[src/rtl/uart_arb_pkg.sv]
// Shared definitions for the UART transmit arbiter and related shared-resource arbiters.
package uart_arb_pkg;

    typedef enum logic {
        ST_IDLE = 1'b0,
        ST_LOCK = 1'b1
    } arb_state_t;

    localparam int NUM_REQ_DEF      = 4;
    localparam int DATA_W_DEF       = 8;
    localparam int IDLE_TIMEOUT_DEF = 1024;
    localparam int WD_W_DEF         = $clog2(IDLE_TIMEOUT_DEF);

    function automatic int wd_width(input int timeout);
        return $clog2(timeout);
    endfunction

endpackage

[src/rtl/rr_pick.sv]
// Rotating-priority encoder: first set request after ptr, wrapping modulo NUM_REQ.
module rr_pick #(
    parameter int  NUM_REQ = 4,
    localparam int IW      = $clog2(NUM_REQ)
) (
    input  logic [NUM_REQ-1:0] req,
    input  logic [IW-1:0]      ptr,
    output logic               any,
    output logic [IW-1:0]      idx
);

    always_comb begin
        any = 1'b0;
        idx = ptr;
        // ptr itself is scanned last, so the previous owner has lowest priority
        for (int k = 1; k <= NUM_REQ; k++) begin
            if (!any && req[(int'(ptr) + k) % NUM_REQ]) begin
                any = 1'b1;
                idx = IW'((int'(ptr) + k) % NUM_REQ);
            end
        end
    end

endmodule

[src/rtl/uart_tx_arbiter.sv]
// Packet-locked round-robin arbiter sharing one UART TX byte port among NUM_REQ requesters.
module uart_tx_arbiter
    import uart_arb_pkg::*;
#(
    parameter int  NUM_REQ      = NUM_REQ_DEF,
    parameter int  DATA_W       = DATA_W_DEF,
    parameter int  IDLE_TIMEOUT = IDLE_TIMEOUT_DEF,
    localparam int GW           = $clog2(NUM_REQ)
) (
    input  logic                       hwclk,
    input  logic                       rst,
    input  logic [NUM_REQ-1:0]         req_valid,
    input  logic [NUM_REQ*DATA_W-1:0]  req_data,
    input  logic [NUM_REQ-1:0]         req_last,
    output logic [NUM_REQ-1:0]         req_ready,
    output logic                       tx_valid,
    output logic [DATA_W-1:0]          tx_data,
    input  logic                       tx_ready,
    output logic [GW-1:0]              grant_id,
    output logic                       busy
);

    localparam int              WD_W    = wd_width(IDLE_TIMEOUT);
    localparam logic [WD_W-1:0] WD_TERM = WD_W'(IDLE_TIMEOUT - 1);

    arb_state_t      state;
    logic [GW-1:0]   rr_ptr;
    logic [WD_W-1:0] wd_cnt;
    logic            pick_any;
    logic [GW-1:0]   pick_idx;
    logic            g_valid;
    logic            g_last;

    rr_pick #(.NUM_REQ(NUM_REQ)) u_pick (
        .req (req_valid),
        .ptr (rr_ptr),
        .any (pick_any),
        .idx (pick_idx)
    );

    assign g_valid = req_valid[grant_id];
    assign g_last  = req_last[grant_id];
    assign tx_data = req_data[int'(grant_id)*DATA_W +: DATA_W];
    assign busy    = (state == ST_LOCK);

    // Combinational pass-through; reset blocks any handshake in the same cycle
    always_comb begin
        tx_valid  = 1'b0;
        req_ready = '0;
        if (!rst && state == ST_LOCK) begin
            tx_valid            = g_valid;
            req_ready[grant_id] = tx_ready;
        end
    end

    always_ff @(posedge hwclk) begin
        if (rst) begin
            state    <= ST_IDLE;
            rr_ptr   <= GW'(NUM_REQ - 1);
            grant_id <= '0;
            wd_cnt   <= '0;
        end else begin
            case (state)
                ST_IDLE: begin
                    wd_cnt <= '0;
                    if (pick_any) begin
                        grant_id <= pick_idx;
                        state    <= ST_LOCK;
                    end
                end
                ST_LOCK: begin
                    if (g_valid) begin
                        wd_cnt <= '0;
                        if (tx_ready && g_last) begin
                            rr_ptr <= grant_id;
                            state  <= ST_IDLE;
                        end
                    end else if (wd_cnt == WD_TERM) begin
                        // owner went quiet mid-packet; abandon it
                        wd_cnt <= '0;
                        rr_ptr <= grant_id;
                        state  <= ST_IDLE;
                    end else begin
                        wd_cnt <= wd_cnt + 1'b1;
                    end
                end
                default: state <= ST_IDLE;
            endcase
        end
    end

endmodule

[config.mk]
export PLATFORM = sky130hd
export DESIGN_NAME = uart_tx_arbiter
export DESIGN_NICKNAME = d
export VERILOG_FILES = /design/src/rtl/uart_arb_pkg.sv /design/src/rtl/rr_pick.sv /design/src/rtl/uart_tx_arbiter.sv
export SDC_FILE = /design/constraint.sdc
export NUM_CORES = 1
export LEC_CHECK = 0
export ABC_AREA = 1
export BUFFER_PORTS_ARGS = -buffer_cell sky130_fd_sc_hd__buf_4
export CAP_MARGIN = 0
export CORE_MARGIN = 2
export CORE_UTILIZATION = 40
export DETAILED_ROUTE_END_ITERATION = 8
export HOLD_SLACK_MARGIN = 0.06
export PLACE_DENSITY_LB_ADDON = 0.05
export SYNTH_ARGS = -nofsm -noshare
export SYNTH_HDL_FRONTEND = slang
export SYNTH_SLANG_ARGS = --single-unit
export TNS_END_PERCENT = 5
[constraint.sdc]
create_clock -name hwclk -period 1.9 [get_ports hwclk]
set_input_delay 0.38 -clock hwclk [delete_from_list [all_inputs] [get_ports hwclk]]
set_output_delay 0.38 -clock hwclk [all_outputs]
set_load 0.05 [all_outputs]
After elaboration in Yosys (flattened, before gate mapping)
Index checks and enable logic that the tools add are counted.
W data, S select, Z words.

operators by class
  multiplexer cells = 39
  reduce and logical (&&, ||, !) cells = 17
  bitwise gates (word level) = 6
  equal/unequal tests = 2
  add/subtract/negate cells = 5
  shifts and indexed selects = 1
  $lt $le $gt $ge = 6

operator list
  kind                     number
  $shiftx A32 B6 Y8        1
  $mux W1                  20
  $mux W10                 2
  $pmux W10 S2             1
  $lt A3 B4 Y1 const B     4
  $mux W2                  7
  $bmux W1 S2              6
  $add A10 B1 Y10 const B  1
  $eq A10 B10 Y1 const B   1
  $reduce_or A2 Y1         4
  $logic_and A1 B1 Y1      6
  $add A2 B1 Y2 const B    2
  $add A2 B2 Y2 const B    2
  $and A1 B1 Y1 const A    4
  $and A4 B4 Y4            1
  $logic_not A1 Y1         4
  $mux W4                  1
  $lt A2 B3 Y1 const B     1
  $reduce_and A3 Y1        1
  $demux W1 S2             1
  $ge A2 B1 Y1 const B     1
  $ne A2 B1 Y1 const B     1
  $pmux W1 S2              1
  $reduce_and A2 Y1        1
  2 further kinds          2

storage, ports and cells
  input port bits = 43
  logic and storage cells = 80
  output and inout bits = 16
  flip-flop bits (word level) = 15

Depth between registers and ports, before layout
Gate-level depths: netlist (run 1).

  depth in word-level cells = 18
  gate-level depth with buffers = 13
  gate-level depth less buffers = 12

Hierarchy
Synthesis (run 1) repeated with hierarchy kept, for this count alone.

unflattened totals
  cells, all modules = 185
  area, all modules = 1,191.1 um2

by module, submodules not included
  module           area each (um2)  times used  cells each  sequential area each (um2)
  uart_tx_arbiter  959.7            1           139         300.3
  rr_pick          231.5            1           46          0.0

Least setup slack after synthesis (run 1)
OpenSTA, ideal clock, no wires.

  path kind = register to output
  start point = register state, in the netlist busy
  end point = output port req_ready[0]
  stages on the path, launching flop included = 5
  arrival time = 2,107 ps
  path buffers = 0
  slack = -587 ps
  required time = 1,520 ps
  cells stage by stage = dfxtp_1 -> inv_1 -> nor2_1 -> nand2_1 -> nor3_1

between the ends
  cells in the longest elaborated chain, start to end = 2

ends and longest elaborated chain
  item                      RTL line               text
  start: declaration        uart_tx_arbiter.sv:26  arb_state_t state;
  start signal: assignment  uart_tx_arbiter.sv:58  state <= ST_IDLE;
  start signal: assignment  uart_tx_arbiter.sv:68  state <= ST_LOCK;
  start signal: assignment  uart_tx_arbiter.sv:76  state <= ST_IDLE;
  $logic_and A1 B1 Y1       uart_tx_arbiter.sv:50  if (!rst && state == ST_LOCK) begin
  $mux W4                   uart_tx_arbiter.sv:50
  end: declaration          uart_tx_arbiter.sv:15  output logic [NUM_REQ-1:0] req_ready,

No other way between the ends.

Final worst setup path (run 1)
  start point = register grant_id[1]
  end point = output port tx_valid

between the ends
  cells in the longest elaborated chain, start to end = 3

ends and longest elaborated chain
  item                           RTL line               text
  start: declaration             uart_tx_arbiter.sv:19  output logic [GW-1:0] grant_id,
  start signal: assignment       uart_tx_arbiter.sv:67  grant_id <= pick_idx;
  $bmux W1 S2                    uart_tx_arbiter.sv:41  assign g_valid = req_valid[grant_id];
  $mux W1 (not written as such)  uart_tx_arbiter.sv:41
  $mux W1                        uart_tx_arbiter.sv:50
  end: declaration               uart_tx_arbiter.sv:16  output logic tx_valid,

No other way between the ends. The select of a mux whose other input is x is not followed.

==> metrics.md, run 1 <==
| Metric | Value |
|---|---|
| Vias per cell | `4.97` |
| Family with the most delay on the worst path | `flip-flops` |
| CP arrival | `~1500 ps` |
| CP Capture Type | `output pin` |
| Chip width | `57.0 µm` |
| Tcrit/Tclk final | `96.6%` |
| Pre-Repair DR Iteration Count | `4` |
| Initial antenna violation count | `0` |
| Post-synthesis simple-gate area fraction | `46.2%` |
| CTS Sinks | `15` |
| Mux cell area share after synthesis | `0%` |
| Pwr Total | `1.80 mW` |
| Worst slew margin | `slightly below 80%` |
| LEAKAGE | `0.857 nW` |
| Port Buf Inserts | `58` |
| Most used cell along the critical path | `nand2_1` |
| NumNets Final | `292` |
| Yosys warns | `0` |
| Clk_skew | `8.65 ps` |
| # IOs | `just under 60` |
| Row cnt | `19` |
| Minimum clock period | `1840 ps` |
| Routed Antenna Nets | `0` |
| Worst Path Buf+Inv | `2` |
| Most common cell after layout, fill and taps aside | `nand2_1` |
| Status | `completed` |
| Startpoint types | `flop` |
| Worst EP required | `1520 ps` |
| Worst Hold Class | `in -> reg` |
| Synth Cell Area | `0.00112 mm²` |
| Critical path class | `reg -> out` |
| Share of total power in sequential cells | `23.6%` |
| # diodes | `0` |
| Cells after Synth | `between 150 and 200` |
| Slowest CP cell | `dfxtp_4` |
| Crit-path max FO | `10` |
| Synth Area in Adders | `1.11%` |
| Fin. Hold Viols | `0` |
| Ratio of cells with drive above 1 in the final layout | `34.8%` |
| FMAX | `545 MHz` |
| Largest family of logic cells by synthesized area | `simple AND/OR/NAND/NOR gates` |
| Insertion delay to the later sink of the worst-skew pair | `280 ps` |
| Core Box Area | `0.00271 mm²` |
| Largest net degree at the start of global routing | `11` |
| Vias in the first global route | `1,243` |
| Starting Density | `41.5%` |
| Netlist cell types | `26` |
| Setup TNS | `0 ps` |
| Detail Placement HPWL | `2650 µm` |
| Int Power | `844 µW` |
| Overall die height | `57.0 µm` |
| CTS root buf | `clkbuf_4` |
| Global Route Usage Sum | `19.5%` |
| Max-cap violations | `0` |
| TritonCTS buffer count | `3` |
| Vias post-DR | `1,382` |
| IR drop worst, VDD | `0.000703 V` |
| # setup viols final | `0` |
| WL/cell | `11.8 µm` |
| CTS tree | `done` |
| Clock Power Share | `9.8%` |
| Psw | `951 µW` |
| Post-synthesis xor/xnor area fraction | `under 10%` |
| Net count after synthesis | `228` |
| Die area | `0.00325 mm²` |
| Crit path largest cell delay | `approximately 430 ps` |
| Final wirelength | `3280 µm` |
| Hold-fix buffers, CTS | `0` |
| DR DRC count | `0` |
| Remaining global-route overflow | `0` |
| Placer Congestion | `around 0.8` |
| RSZ-0062 raised after global routing | `yes` |
| Mean Syn Cell Area | `6.11 µm²` |
| First-pass GRT wire length | `around 5100 µm` |
| Max-slew violations | `0` |
| Cells along the critical path | `nand2_1 > inv_4 > nand2_1 > o21ai_2 > nor2_4 > nor2_2 > buf_6` |
| Combinational Power Share | `between 60 and 70%` |
| Number of H-tree levels | `1` |
| Area Growth Syn to Fin | `48.1%` |
| Register area share after synthesis | `between 20% and 30%` |
| Switching Share | `53.0%` |
| Commonest non-fill, non-tap cells in the layout | `72 x nand2_1, 61 x buf_4, 22 x nor2_1` |
| Filler instances | `about 260` |
| FF+latch count, synth | `15` |
| Measured slew at the worst slew-check pin | `324 ps` |
| Compound-Gate Fraction of Synth Area | `13.0%` |
| Clock transition at path regs | `around 90 ps` |
| Initial DRC count | `70` |
| PwrDens | `1080 mW/mm²` |
| Bufs on Longest Clock Path | `2` |
==> sequential cells by signal (all words and copies together), names as in the netlist <==
name / count
wd_cnt: 10
busy: 1
rr_ptr: 2
grant_id: 2
==> metrics by stage <==
step                hold slack [ps]  area [µm²]  worst slack [ps]  utilization (%)  instances
floorplan                       417        1130              -201                -        184
global placement                433        1600               230             59.0        272
detailed placement              448        1600               176             59.0        272
CTS                             249        1650              8.17             60.9        278
global route                    259        1670             -67.8             61.4        278
finish                          254        1670              64.4             61.4        278
==> per-layer routing <==
layer / global-route usage [%] / wire (µm) / up-vias
met4: 6.98 / 65 / 0
li1: - / - / 718
met3: 4.76 / 245 / 7
met5: 0 / 0 / -
met2: 34.3 / 1660 / 40
met1: 23.0 / 1310 / 617
==> layout make-up <==
type / instances / area, µm² / share of cell area, %
Clock buffer: 3 / 22.5 / 1.35
Inverter: 21 / 81.3 / 4.88
Clock inverter: 1 / 5.00 / 0.301
Multi-Input combinational cell: 145 / 739 / 44.4
Timing Repair Buffer: 62 / 469 / 28.2
Tap cell: 31 / 38.8 / 2.33
Sequential cell: 15 / 309 / 18.6
==> worst register-to-register path: cells and delay by family, from the launching register on <==
family	cells	cell delay, ps
flops	1	520
simple gates	10	780
buf+inv	1	120
==> synth_stat cells (all sizes together) <==
library cell  count  share of area [%]
nand2            74                 26
nor2             27                 12
inv              21                7.0
dfxtp            15                 27
a22oi            12                8.0
nand3            12                5.8
nand4             5                2.8
xor2              4                3.1
a21oi             3                1.7
buf               3                2.1
o21ai             3                2.0
o211ai            2                1.3
ha                1                1.1
nor3              1               0.44
xnor2             1               0.78
==> timing repair <==
action,in CTS,in global routing
endpoints found under the setup margin,9,10
resized for setup,4,5
setup buffers,2,0
pin swaps,1,0
==> cells by family after synthesis <==
kind of cell / count (synthesis)
simple gates: 119
xor+xnor: 5
fa+ha+maj: 1
compound gates: 20
flops: 15
buf+inv: 24
==> power groups by stage <==
stage / Clock, mW / Sequential (mW) / Combinational (mW)
5_1_grt: 0.194 / 0.430 / 1.29
4_1_cts: 0.183 / 0.418 / 1.18
3_3_place_gp: 0 / 0.414 / 1.13
2_1_floorplan: 0 / 0.445 / 0.803
3_5_place_dp: 0 / 0.418 / 1.15
6_report: 0.175 / 0.425 / 1.20
==> path summary, 6_finish.rpt <==
| check | cells after the start | slack, ps | to | start |
|---|---|---|---|---|
| hold / removal | 2 | 250 | grant_id[1]$_SDFFE_PP0P_ | rst |
| setup / recovery | 7 | 60 | tx_valid | grant_id[1]$_SDFFE_PP0P_ |
| setup reg to reg | 11 | 370 | grant_id[0]$_SDFFE_PP0P_ | rr_ptr[1]$_SDFFE_PP1P_ |
| hold reg to reg | 1 | 450 | wd_cnt[0]$_SDFF_PP0_ | wd_cnt[0]$_SDFF_PP0_ |
Power figures use the tool's default switching activity.
==> run 2, diff against run 1 <==
--- a/config.mk
+++ b/config.mk
@@ -9,8 +9,9 @@
 export BUFFER_PORTS_ARGS = -buffer_cell sky130_fd_sc_hd__buf_4
 export CAP_MARGIN = 0
 export CORE_MARGIN = 2
-export CORE_UTILIZATION = 40
+export CORE_UTILIZATION = 30
 export DETAILED_ROUTE_END_ITERATION = 8
+export GPL_ROUTABILITY_DRIVEN = 0
 export HOLD_SLACK_MARGIN = 0.06
 export PLACE_DENSITY_LB_ADDON = 0.05
 export SYNTH_ARGS = -nofsm -noshare
==> run 2 against run 1 <==
Net effect: die area up 31%; critical path depth stayed put; critical path type unchanged; sequential share of layout area decreased by 0.43 points; cell count grew 6.5%; core utilization fell by 15 points; sequential cell count stayed put; fmax is 2.9% higher; non-clock buffer count increased by 1; clock skew is 5.8 ps lower.
==> metrics.md, run 2 (synthesized netlist as in run 1, its figures left out) <==
| Metric | Value |
|---|---|
| Crit-path max FO | `10 (unchanged)` |
| IR drop worst, VDD | `0.000480 V (was 0.000703 V)` |
| Initial antenna violation count | `0 (unchanged)` |
| Commonest non-fill, non-tap cells in the layout | `72 x nand2_1, 63 x buf_4, 22 x nor2_1 (was 72 x nand2_1, 61 x buf_4, 22 x nor2_1)` |
| Global Route Usage Sum | `16.7% (was 19.5%)` |
| Setup ws final | `115 ps (was 64.4 ps)` |
| Remaining global-route overflow | `0 (unchanged)` |
| Pre-CTS setup slack | `132 ps (was 176 ps)` |
| Overall die height | `65.2 µm (was 57.0 µm)` |
| PwrDens | `1090 mW/mm² (was 1080 mW/mm²)` |
| Worst Hold Class | `in -> reg (unchanged)` |
| Most common cell after layout, fill and taps aside | `nand2_1 (unchanged)` |
| First-pass GRT wire length | `5540 µm (was 5140 µm)` |
| Clock transition at path regs | `60 ps (was 90 ps)` |
| Number of H-tree levels | `1 (unchanged)` |
| NumNets Final | `293 (was 292)` |
| Die area | `0.00425 mm² (was 0.00325 mm²)` |
| Filler instances | `388 (was 259)` |
| Bufs on Longest Clock Path | `2 (unchanged)` |
| Vias post-DR | `1,354 (was 1,382)` |
| Max-cap violations | `0 (unchanged)` |
| TritonCTS buffer count | `3 (unchanged)` |
| Vias in the first global route | `1,282 (was 1,243)` |
| Area Growth Syn to Fin | `50.9% (was 48.1%)` |
| Min Hold Slack | `299 ps (was 254 ps)` |
| CTS tree | `done (unchanged)` |
| CTS Sinks | `15 (unchanged)` |
| Row cnt | `22 (was 19)` |
| R2r startpoint | `wd_cnt[0]$_SDFF_PP0_ (was rr_ptr[1]$_SDFFE_PP1P_)` |
| Port Buf Inserts | `58 (unchanged)` |
| Clk_skew | `2.87 ps (was 8.65 ps)` |
| Worst slew margin | `81.7% (was 78.4%)` |
| Max-slew violations | `0 (unchanged)` |
| DR DRC count | `0 (unchanged)` |
| Beginning of the worst hold path | `rst (unchanged)` |
| Largest net degree at the start of global routing | `11 (unchanged)` |
| Status | `completed (unchanged)` |
| Core Box Area | `0.00363 mm² (was 0.00271 mm²)` |
| RSZ-0062 raised after global routing | `no (was yes)` |
| LEAKAGE | `0.866 nW (was 0.857 nW)` |
| Routed Antenna Nets | `0 (unchanged)` |
| WL/cell | `11.2 µm (was 11.8 µm)` |
| # IOs | `59 (unchanged)` |
| Measured slew at the worst slew-check pin | `275 ps (was 324 ps)` |
| Startpoint types | `flop (unchanged)` |
| # setup viols final | `0 (unchanged)` |
| Pwr Total | `1.85 mW (was 1.80 mW)` |
| Chip width | `65.2 µm (was 57.0 µm)` |
| CP arrival | `1400 ps (was 1460 ps)` |
| Pre-Repair DR Iteration Count | `4 (unchanged)` |
| Fin. Hold Viols | `0 (unchanged)` |
| Biggest regs | `wd_cnt (10), grant_id (2), rr_ptr (2) (unchanged)` |
| Setup TNS | `0 ps (unchanged)` |
| Biggest register | `wd_cnt (unchanged)` |
| Max FFs per register | `10 (unchanged)` |
| Hold-fix buffers, CTS | `0 (unchanged)` |
| CP Capture Type | `output pin (unchanged)` |
| Initial DRC count | `103 (was 70)` |
| Area occupied by registers | `308 µm² (was 309 µm²)` |
| Critical path class | `reg -> out (unchanged)` |
| Worst EP required | `1520 ps (about the same)` |
| Finished Core Util | `46.7% (was 61.4%)` |
| Starting Density | `31.0% (was 41.5%)` |
| CTS root buf | `clkbuf_8 (was clkbuf_4)` |
| Vias per cell | `4.57 (was 4.97)` |
| Insertion delay to the later sink of the worst-skew pair | `250 ps (was 280 ps)` |
| FMAX | `560 MHz (was 545 MHz)` |
| Multi-input logic area | `729 µm² (was 739 µm²)` |
| Post-CTS setup buffer count | `0 (was 2)` |
| Final wirelength | `3310 µm (was 3280 µm)` |
| Ratio of cells with drive above 1 in the final layout | `34.7% (was 34.8%)` |
| Detail Placement HPWL | `2680 µm (was 2650 µm)` |
| # diodes | `0 (unchanged)` |
| Minimum clock period | `1780 ps (was 1840 ps)` |
| Tcrit/Tclk final | `93.9% (was 96.6%)` |
| Crit path launch | `grant_id[1]$_SDFFE_PP0P_ (unchanged)` |
run 2: power breakdown:
part / switching [mW] / internal, mW
clock: 0.112 / 0.145
combinational: 0.782 / 0.408
sequential: 0.0520 / 0.354
run 2: final timing paths:
path                              endpoint  slack, ps  cells after the start
setup / recovery                  tx_valid        120                      7
hold / removal    grant_id[1]$_SDFFE_PP0P_        300                      2
setup reg to reg    rr_ptr[1]$_SDFFE_PP1P_        470                      8
hold reg to reg       wd_cnt[0]$_SDFF_PP0_        440                      1
run 2: routing by layer:
metal  global-route usage [%]  share of wire, %  vias up
met5                        0                 0        -
met1                     17.2                38      585
met2                     32.9                54       43
li1                         -                 -      720
met4                     6.51               2.2        0
met3                     2.91               5.8        6
run 2: final cells by class:
| cell class | instances | share of cell area, % |
|---|---|---|
| clock buffers | 3 | 2.43 |
| clock inverters | 1 | 0.295 |
| flip-flops and latches | 15 | 18.1 |
| well taps | 48 | 3.54 |
| multi-input cells | 145 | 43.0 |
| inverters | 21 | 4.79 |
| repair buffers | 63 | 27.9 |
run 2: through the flow:
stage | area, µm² | instances
floorplan | 1130 | 184
global placement | 1640 | 292
detailed placement | 1640 | 292
CTS | 1690 | 296
global route | 1700 | 296
finish | 1700 | 296
run 2: repair_timing:
| action | in CTS | in global routing |
|---|---|---|
| setup endpoints to repair | 6 | 1 |
| resized for setup | 2 | 3 |
| gates cloned | 0 | 0 |
run 2: critical path: stages, from the launching register on:
cell and delay (ps):
dfxtp_4 380, nand2_1 130, inv_4 80, nand2_1 70
o21ai_2 50, nor2_2 190, nor2_2 50, buf_4 190
==> run 3, diff against run 2 <==
==> constraint.sdc (replaced) <==
create_clock -name hwclk -period 1.9 [get_ports hwclk]
set_input_delay 0.19 -clock hwclk [delete_from_list [all_inputs] [get_ports hwclk]]
set_output_delay 0.19 -clock hwclk [all_outputs]
set_load 0.02 [all_outputs]
==> run 3 against run 2 <==
Net effect: clock power about the same; critical path type unchanged; register-to-register slack worse by 20 ps; via count is 0.74% lower; clock skew grew 0.71 ps; critical endpoint unchanged; sequential share of layout area shrank 0.11 points.
==> metrics.md, run 3 (synthesized netlist as in run 1, its figures left out) <==
| Metric | Value |
|---|---|
| Status | `completed (unchanged)` |
| Vias in the first global route | `1,280 (was 1,282)` |
| Initial DRC count | `34 (was 103)` |
| Vias post-DR | `1,344 (was 1,354)` |
| Detail Placement HPWL | `2660 µm (was 2680 µm)` |
| Fin. Hold Viols | `0 (unchanged)` |
| Post-CTS setup buffer count | `0 (unchanged)` |
| Combinational Power Share | `59.0% (was 64.2%)` |
| # setup viols final | `0 (unchanged)` |
| Worst slew margin | `82.1% (was 81.7%)` |
| NumNets Final | `292 (was 293)` |
| Startpoint types | `flop (unchanged)` |
| IR drop worst, VDD | `0.000598 V (was 0.000480 V)` |
| Beginning of the worst hold path | `rst (unchanged)` |
| Worst Hold Class | `in -> reg (unchanged)` |
| CTS root buf | `clkbuf_8 (unchanged)` |
| DR DRC count | `0 (unchanged)` |
| Biggest regs | `wd_cnt (10), grant_id (2), rr_ptr (2) (unchanged)` |
| Area Growth Syn to Fin | `49.4% (was 50.9%)` |
| Largest net degree at the start of global routing | `11 (unchanged)` |
| Crit path launch | `grant_id[0]$_SDFFE_PP0P_ (was grant_id[1]$_SDFFE_PP0P_)` |
| Cells on worst reg2reg path | `11 (was 8)` |
| Remaining global-route overflow | `0 (unchanged)` |
| Switching Share | `45.1% (was 51.1%)` |
| # diodes | `0 (unchanged)` |
| CTS Sinks | `15 (unchanged)` |
| Worst Hold Depth | `2 (unchanged)` |
| Multi-input logic area | `727 µm² (was 729 µm²)` |
| Insertion delay to the later sink of the worst-skew pair | `250 ps (about the same)` |
| Biggest register | `wd_cnt (unchanged)` |
| Area occupied by registers | `303 µm² (was 308 µm²)` |
| Minimum clock period | `1680 ps (was 1780 ps)` |
| Routed Antenna Nets | `0 (unchanged)` |
| Int Power | `885 µW (was 907 µW)` |
| Final wirelength | `3250 µm (was 3310 µm)` |
| Clk_skew | `3.59 ps (was 2.87 ps)` |
| Clock transition at path regs | `60 ps (about the same)` |
| Min Hold Slack | `107 ps (was 299 ps)` |
| Measured slew at the worst slew-check pin | `268 ps (was 275 ps)` |
| Starting Density | `31.0% (unchanged)` |
| Vias per cell | `4.56 (was 4.57)` |
| CP arrival | `1490 ps (was 1400 ps)` |
| Most common cell after layout, fill and taps aside | `nand2_1 (unchanged)` |
| Core Box Area | `0.00363 mm² (unchanged)` |
| Max-cap violations | `0 (unchanged)` |
| Worst EP required | `1710 ps (was 1520 ps)` |
| Setup TNS | `0 ps (unchanged)` |
| Initial antenna violation count | `0 (unchanged)` |
| Max FFs per register | `10 (unchanged)` |
| RSZ-0062 raised after global routing | `no (unchanged)` |
| Clock Power Share | `15.9% (was 13.9%)` |
| Tcrit/Tclk final | `88.4% (was 93.9%)` |
| PwrDens | `959 mW/mm² (was 1090 mW/mm²)` |
| Die area | `0.00425 mm² (unchanged)` |
| # IOs | `59 (unchanged)` |
| CP Capture Type | `output pin (unchanged)` |
| Overall die height | `65.2 µm (unchanged)` |
| Number of H-tree levels | `1 (unchanged)` |
| Filler instances | `420 (was 388)` |
| Bufs on Longest Clock Path | `2 (unchanged)` |
| LEAKAGE | `0.859 nW (was 0.866 nW)` |
| Port Buf Inserts | `58 (unchanged)` |
| WL/cell | `11.0 µm (was 11.2 µm)` |
| Psw | `727 µW (was 946 µW)` |
| Global Route Usage Sum | `15.0% (was 16.7%)` |
| Hold-fix buffers, CTS | `0 (unchanged)` |
| R2r startpoint | `rr_ptr[0]$_SDFFE_PP1P_ (was wd_cnt[0]$_SDFF_PP0_)` |
| Ratio of cells with drive above 1 in the final layout | `33.6% (was 34.7%)` |
| Critical path class | `reg -> out (unchanged)` |
| FMAX | `596 MHz (was 560 MHz)` |
| Pre-Repair DR Iteration Count | `4 (unchanged)` |
| First-pass GRT wire length | `5160 µm (was 5540 µm)` |
| Max-slew violations | `0 (unchanged)` |
| Share of total power in sequential cells | `25.1% (was 21.9%)` |
| Post-CTS Resized | `0 (was 2)` |
| TritonCTS buffer count | `3 (unchanged)` |
| Chip width | `65.2 µm (unchanged)` |
| Commonest non-fill, non-tap cells in the layout | `72 x nand2_1, 62 x buf_4, 23 x nor2_1 (was 72 x nand2_1, 63 x buf_4, 22 x nor2_1)` |
| Row cnt | `22 (unchanged)` |
| CTS tree | `done (unchanged)` |
| Crit-path max FO | `10 (unchanged)` |
## run 3: cell types whose count changed in the layout (fill, tap and decap cells not counted)
| cell | delta |
|---|---|
| inv_4 | -1 |
| nor2_4 | +1 |
| nor2_2 | -2 |
| dfxtp_2 | +2 |
| nor2_1 | +1 |
| buf_4 | -1 |
| nor3_1 | +1 |
| dfxtp_4 | -2 |
| inv_2 | +1 |
| nor3_2 | -1 |
## run 3: cell type report
class,count,share of cell area (%)
Clock buffer,3,2.46
Clock inverter,1,0.298
Inverter,21,4.69
Multi-Input combinational cell,145,43.3
Sequential cell,15,18.0
Tap cell,48,3.57
Timing Repair Buffer,62,27.7
## run 3: metal layers
layer	GRT usage, %	vias up	share of wire [%]
met3	5.31	0	10
met2	26.8	45	43
met4	1.82	0	0
met1	17.7	582	47
met5	0	-	0
li1	-	717	-
## run 3: power groups by stage
stage               Combinational, mW  Clock (mW)  Sequential (mW)
finish                          0.950       0.257            0.405
global route                     1.06       0.283            0.412
CTS                             0.954       0.264            0.399
detailed placement              0.950           0            0.406
global placement                0.948           0            0.405
floorplan                       0.613           0            0.405
## run 3: worst paths after layout
check | endpoint | slack (ps)
min | grant_id[1]$_SDFFE_PP0P_ | 110
max reg2reg | grant_id[0]$_SDFFE_PP0P_ | 450
min reg2reg | wd_cnt[0]$_SDFF_PP0_ | 450
max | tx_valid | 220
## run 3: metrics by stage
| step | std cells | utilization, % | worst slack, ps | instance area (µm²) | total power [mW] |
|---|---|---|---|---|---|
| 3_5_place_dp | 291 | 44.8 | 335 | 1630 | 1.36 |
| 6_report | 295 | 46.2 | 221 | 1680 | 1.61 |
| 5_1_grt | 295 | 46.2 | 107 | 1680 | 1.75 |
| 2_1_floorplan | 184 | - | 411 | 1120 | 1.02 |
| 4_1_cts | 295 | 46.0 | 92.3 | 1670 | 1.62 |
| 3_3_place_gp | 291 | 44.8 | 397 | 1630 | 1.35 |
## run 3: critical path, stage by stage (launching register included)
cell and delay (ps):
dfxtp_2 420, inv_2 90, nor2_4 230, nand2_1 80
nand2_1 80, nor2_2 60, nor2_1 110, buf_4 160
